==> src/rtl/sa_tile_sequencer.sv <==
// Tile sequencer for an NxN systolic array: LOAD_W -> FEED -> DRAIN -> READ -> DONE, Moore outputs.
// Outputs follow the registered state; there is no backpressure, and abort returns to IDLE on the next edge.
module sa_tile_sequencer #(
    parameter int N     = 128,
    parameter int CNT_W = 8,
    parameter int KW    = 8
) (
    input  logic             clk,
    input  logic             rstn,
    input  logic             start,
    input  logic             skip_wload,
    input  logic [KW-1:0]    k_len,
    input  logic             abort,
    output logic             busy,
    output logic             w_load_en,
    output logic [CNT_W-1:0] w_row,
    output logic             x_feed_en,
    output logic [CNT_W-1:0] x_idx,
    output logic             acc_clear,
    output logic             out_valid,
    output logic [CNT_W-1:0] out_row,
    output logic             done
);

    localparam logic [2:0] S_IDLE   = 3'd0;
    localparam logic [2:0] S_LOAD_W = 3'd1;
    localparam logic [2:0] S_FEED   = 3'd2;
    localparam logic [2:0] S_DRAIN  = 3'd3;
    localparam logic [2:0] S_READ   = 3'd4;
    localparam logic [2:0] S_DONE   = 3'd5;

    localparam int             XW     = CNT_W + KW;
    localparam logic [CNT_W-1:0] CNT_ONE = CNT_W'(1);
    localparam logic [CNT_W-1:0] LAST_N  = CNT_W'(N - 1);
    localparam logic [CNT_W-1:0] LAST_D  = CNT_W'(2 * N - 2);
    localparam logic [XW-1:0]    X_ONE   = XW'(1);

    logic [2:0]       state_q, state_d;
    logic [CNT_W-1:0] cnt_q, cnt_d;
    logic [KW-1:0]    klen_q, klen_d;

    logic [XW-1:0] cnt_ext;
    logic [XW-1:0] klen_ext;
    logic          feed_last;

    // Compare in a common width so k_len and the counter may differ in size.
    assign cnt_ext   = {{KW{1'b0}}, cnt_q};
    assign klen_ext  = {{CNT_W{1'b0}}, klen_q};
    assign feed_last = (cnt_ext + X_ONE) == klen_ext;

    always_comb begin
        state_d = state_q;
        cnt_d   = cnt_q + CNT_ONE;
        klen_d  = klen_q;
        case (state_q)
            S_IDLE: begin
                cnt_d = '0;
                // skip_wload only steers this exit, so it needs no register of its own.
                if (start) begin
                    klen_d = k_len;
                    if (!skip_wload)
                        state_d = S_LOAD_W;
                    else if (k_len != '0)
                        state_d = S_FEED;
                    else
                        state_d = S_DRAIN;
                end
            end
            S_LOAD_W: if (cnt_q == LAST_N) state_d = (klen_q != '0) ? S_FEED : S_DRAIN;
            S_FEED:   if (feed_last)       state_d = S_DRAIN;
            S_DRAIN:  if (cnt_q == LAST_D) state_d = S_READ;
            S_READ:   if (cnt_q == LAST_N) state_d = S_DONE;
            S_DONE:   state_d = S_IDLE;
            default:  state_d = S_IDLE;
        endcase
        if (abort && state_q != S_IDLE)
            state_d = S_IDLE;
        if (state_d != state_q)
            cnt_d = '0;
    end

    always_ff @(posedge clk or negedge rstn) begin
        if (!rstn) begin
            state_q <= S_IDLE;
            cnt_q   <= '0;
            klen_q  <= '0;
        end else begin
            state_q <= state_d;
            cnt_q   <= cnt_d;
            klen_q  <= klen_d;
        end
    end

    always_comb begin
        busy      = state_q != S_IDLE;
        w_load_en = 1'b0;
        w_row     = '0;
        x_feed_en = 1'b0;
        x_idx     = '0;
        acc_clear = 1'b0;
        out_valid = 1'b0;
        out_row   = '0;
        done      = 1'b0;
        case (state_q)
            S_LOAD_W: begin
                w_load_en = 1'b1;
                w_row     = cnt_q;
            end
            S_FEED: begin
                x_feed_en = 1'b1;
                x_idx     = cnt_q;
                acc_clear = cnt_q == '0;
            end
            // With no activations the accumulators are still cleared once per tile.
            S_DRAIN:  acc_clear = (klen_q == '0) && (cnt_q == '0);
            S_READ: begin
                out_valid = 1'b1;
                out_row   = cnt_q;
            end
            S_DONE:   done = 1'b1;
            default: ;
        endcase
    end

endmodule

==> config.mk <==
export PLATFORM = sky130hd
export DESIGN_NAME = sa_tile_sequencer
export DESIGN_NICKNAME = d
export VERILOG_FILES = /design/src/rtl/sa_tile_sequencer.sv
export SDC_FILE = /design/constraint.sdc
export NUM_CORES = 1
export LEC_CHECK = 0
export BUFFER_PORTS_ARGS = -buffer_cell sky130_fd_sc_hd__buf_2
export CAP_MARGIN = 0
export CORE_MARGIN = 4
export CORE_UTILIZATION = 52
export DETAILED_ROUTE_END_ITERATION = 12
export PLACE_DENSITY = 0.9
export SLEW_MARGIN = 15
export SYNTH_ARGS = -nofsm -noshare
export SYNTH_HDL_FRONTEND = slang
export SYNTH_SLANG_ARGS = --single-unit
==> constraint.sdc <==
create_clock -name clk -period 2.3 [get_ports clk]
set_input_delay 0.46 -clock clk [delete_from_list [all_inputs] [get_ports clk]]
set_output_delay 0.46 -clock clk [all_outputs]
set_load 0.01 [all_outputs]
# Word level (Yosys, flattened, before mapping)
# Index checks and enable logic that the tools add are counted.
# W data, S select, Z words.
# op_classes
magnitude_cmp,0
reduce_logical,9
shift,0
multipliers,0
eq_ne,9
add_sub_neg,2
div,0
mux,20
bitwise,0
# op_table
op,n
$mux W8,5
$mux W3,6
$logic_not A8 Y1,2
$reduce_bool A8 Y1,2
$pmux W3 S5,1
$add A8 B1 Y9 const B,1
$eq A9 B8 Y1,1
$add A8 B1 Y8 const B,1
$eq A8 B7 Y1 const B,1
$eq A8 B8 Y1 const B,1
$eq A3 B2 Y1 const B,2
$eq A3 B3 Y1 const B,2
$mux W1,6
$eq A3 B1 Y1 const B,1
$logic_not A3 Y1,1
$ne A3 B3 Y1,1
$reduce_bool A3 Y1,1
$logic_and A1 B1 Y1,2
$mux W2,1
$pmux W1 S2,1
$reduce_and A2 Y1,1
# word_totals
reg_bits,19
out_inout_bits,30
latchBits,0
mem_count,0
inputBits,13
romBits,0
ram_bits,0
wordCells,43

# Longest topological paths before layout
# depth
ltp_word,8
depth_mapped,8
mapped_depth_nobuf,8

# Least setup slack after synthesis
# OpenSTA, ideal clock, no wires.
# synth_timing
kind,flip-flop to flip-flop
from,reg cnt_q[0]
to,reg cnt_q[0]
path_slack_ns,0.386
stages_incl_launch_ff,8
t_arrival_ns,1.836
setup_ns,0.078
required_time_ns,2.222
path_buffers,0
synth_period_minus_slack_ns,1.914
cell_sequence,dfrtp_1 -> ha_1 -> or2b_2 -> o32ai_1 -> a21oi_1 -> a31o_2 -> nand3b_4 -> a21oi_1
# synth_via
elab_chain_len,7
word_cells_on_any_way,14
cone_classes,add/sub (2); eq/ne (4); mux (8)
# synth_lines
element,line,source
from (decl),39,"logic [CNT_W-1:0] cnt_q, cnt_d;"
from (signal assigned),89,cnt_q <= cnt_d;
$add A8 B1 Y9,49,assign feed_last = (cnt_ext + X_ONE) == klen_ext;
$eq A9 B8 Y1,49,
$mux W3,70,S_FEED: if (feed_last) state_d = S_DRAIN;
$pmux W3 S5,55,case (state_q)
$mux W3,76,if (abort && state_q != S_IDLE)
$ne A3 B3 Y1,78,if (state_d != state_q)
$mux W8 *,78,
named net cnt_d[0],39,
# The timed path passes the listed nets; every way through them passes the cells marked *.
# A chain may end at the register's enable or synchronous reset.

# Final worst setup path
# layout_timing
from,reg klen_q[4]
to,out acc_clear
# layout_via
elab_chain_len,3
# layout_lines
element,line,source
from (decl),40,"logic [KW-1:0] klen_q, klen_d;"
from (signal assigned),90,klen_q <= klen_d;
$logic_not A8 Y1,115,S_DRAIN: acc_clear = (klen_q == '0) && (cnt_q == '0);
$logic_and A1 B1 Y1,115,
$pmux W1 S2,104,case (state_q)
to (decl),19,"output logic acc_clear,"
# No other way between the ends.

==> flow_metrics.env <==
export IMPL_fmax_ghz=0.455
export IMPL_cts_buffer_depth=2
export IMPL_startpoint_type="flip-flop"
export IMPL_synth_edf_count=0
export IMPL_crit_cells=4
export IMPL_postCtsHoldBufs=0
export IMPL_required_ns=1.84
export IMPL_pre_cts_slack_ns=0.0996
export IMPL_grt_pass1_vias=1242
export IMPL_max_cap_viol_count=0
export IMPL_drc=0
export IMPL_gp_congestion=0.870
export IMPL_antenna_found_initial=0
export IMPL_reg2reg_to="cnt_q[6]$_DFF_PN0_"
export IMPL_num_io_pins=43
export IMPL_io_buffer_count=42
export IMPL_power_w=0.00148
export IMPL_cts_buffers=3
export IMPL_crit_family="simple AND/OR/NAND/NOR gates"
export IMPL_worst_slack_ns=0.101
export IMPL_final_common_cell="buf_2"
export IMPL_final_cell_mix="42 x buf_2, 17 x dfrtp_1, 16 x and2_1"
export IMPL_synthCells=157
export IMPL_die_x_um=62.7
export IMPL_wl_per_cell_um=15.1
export IMPL_min_path_type="primary input to async pin"
export IMPL_drtPass1Iterations=4
export IMPL_post_cts_resize_count=0
export IMPL_grt_ovfl_total=0
export IMPL_ys_ff_latch=19
export IMPL_startpoint="klen_q[4]$_DFFE_PN0P_"
export IMPL_crit_type="flip-flop to output pin"
export IMPL_timing_hold_ws_ns=0.0832
export IMPL_synth_warnings=0
export IMPL_path_max_fanout=5
export IMPL_post_route_min_period_ns=2.20
export IMPL_endpoint_kind="output pin"
export IMPL_synth_nets=173
export IMPL_power_density_mw_per_mm2=842
export IMPL_crit_buf_inv=1
export IMPL_first_iter_violations=68
export IMPL_drive_gt1_share_pct=36.0
export IMPL_drt_wl_total_um=3450
export IMPL_n_antenna_cell=0
export IMPL_r2r_start="cnt_q[1]$_DFF_PN0_"
export IMPL_worstMarginPinSlew_ns=0.522
export IMPL_fin_crit_sh_pct=95.6
export IMPL_leakage_nw=0.866
export IMPL_slew_headroom_pct=65.0
export IMPL_htree_levels=1
export IMPL_grtUsageTotal_pct=18.0
export IMPL_fp_dieH_um=62.7
export IMPL_irDropWorstVdd_mv=0.496
export IMPL_path_cells="or4_1 -> nor2_2 -> o211a_1 -> buf_2"
export IMPL_finalNetCount=214
export IMPL_synth_ff_type="dfrtp_1"
export IMPL_syn_avg_cell_area_um2=9.91
export IMPL_rows=19
export IMPL_clk_pin_slew_worst_paths_ns=0.12
export IMPL_ys_types=48
export IMPL_core_mm2=0.00281
export IMPL_via_per_inst=5.84
export IMPL_place_hpwl_um=2660
export IMPL_skew_ns=0.00978
export IMPL_async_flop_share_pct=100
export IMPL_crit_path_end="acc_clear"
export IMPL_antenna_left=0
export IMPL_grt_pass1_wl_um=5890
export IMPL_setup_viol=0
export IMPL_slew_violations=0
export IMPL_dr_total_vias=1331
export IMPL_cts_sinks=19
export IMPL_arrival_ns=1.74
export IMPL_status="completed"
export IMPL_cts_setup_buffers=0
export IMPL_reg2reg_depth=7
export IMPL_areaGrowthSynthToFinish_pct=13.2
export IMPL_finalHoldViolCount=0
export IMPL_initial_utilization_pct=55.5
export IMPL_critPathSlowestCell="or4_1"
export IMPL_slowest_delay_ns=0.55
export IMPL_nFillCells=239
export IMPL_clk_latency_ns=0.30
export IMPL_r2r_setup_slack_ns=0.12
export IMPL_cts_tree="done"
export IMPL_cts_root_buf="clkbuf_4"
export IMPL_grt_max_degree=20
export IMPL_ys_seq_area_share_pct=30.5
export IMPL_die_area_mm2=0.00393
export IMPL_netlist_area_mm2=0.00156
power by group:
| part | internal (W) | switching (W) | total [W] |
|---|---|---|---|
| registers | 0.000434 | 0.000123 | 0.000557 |
| logic | 0.000386 | 0.000364 | 0.000751 |
| clock network | 0.0000674 | 0.000108 | 0.000176 |
cell type report:
type	instances	area, µm²	share of cell area, %
timing repair buffer	46	240	13.6
clock buffer	4	26.3	1.49
sequential	19	478	27.1
inverter	7	26.3	1.49
multi-input combinational	121	952	54.0
tap	31	38.8	2.20
metrics by stage:
step	setup TNS [ns]	cell area (µm²)	std cells	utilization [%]
5_1_grt	-0.00412	1760	228	62.8
3_3_place_gp	0	1720	224	61.4
2_1_floorplan	0	1560	157	-
3_5_place_dp	0	1720	224	61.4
4_1_cts	0	1750	228	62.3
6_report	0	1760	228	62.8
state kept, by name, indices dropped and copies added (netlist names):
| signal | cells |
|---|---|
| state_q | 3 |
| cnt_q | 8 |
| klen_q | 8 |
worst min-delay path by stage:
| stage | startpoint | end | slack [ns] | cells after the start |
|---|---|---|---|---|
| finish | rstn | klen_q[0]$_DFFE_PN0P_ | 0.08 | 1 |
| global route | rstn | state_q[2]$_DFF_PN0_ | 0.12 | 1 |
| global placement | rstn | state_q[1]$_DFF_PN0_ | 0.43 | 1 |
| CTS | rstn | state_q[1]$_DFF_PN0_ | 0.1 | 1 |
| floorplan | rstn | cnt_q[0]$_DFF_PN0_ | 0.16 | 0 |
| detailed placement | rstn | state_q[1]$_DFF_PN0_ | 0.43 | 1 |
routing by layer:
layer	GRT usage (%)	vias to the layer above	share of wire, %
met1	24.7	608	45
met3	3.24	6	9.0
met5	0	-	0
met2	29.8	74	46
li1	-	643	-
met4	3.31	0	0.61
cells by family (layout without fill, tap and decap cells):
kind of cell             Yosys count  after routing  synth area share [%]
AO/OA/AOI/OAI                     24             24                  10.0
XOR/XNOR                          14             14                  11.5
adder cells (fa/ha/maj)            3              3                  2.41
buffers and inverters             17             57                  9.00
flip-flops                        19             19                  30.5
multiplexers                      11             11                  7.72
AND/OR/NAND/NOR                   69             69                  28.8
Yosys cell counts (2+ instances only):
master	n	share of area (%)
ha_1	3	2.4
nand3_1	4	1.3
mux2_2	8	5.8
and3_2	2	0.96
a211oi_1	2	0.96
nand2_1	6	1.4
nand2b_1	3	1.2
xnor3_1	3	4.3
inv_1	7	1.7
xor2_1	4	2.3
mux2i_1	3	1.9
nor2_1	8	1.9
dfrtp_1	19	31
or4_1	4	1.9
a21oi_1	11	3.5
nand4_1	4	1.6
nor3_1	10	3.2
buf_2	2	0.64
xnor2_1	6	3.4
and2_1	16	6.4
clkbuf_8	5	4.4
Note: power is estimated with default switching activity, not from simulation.
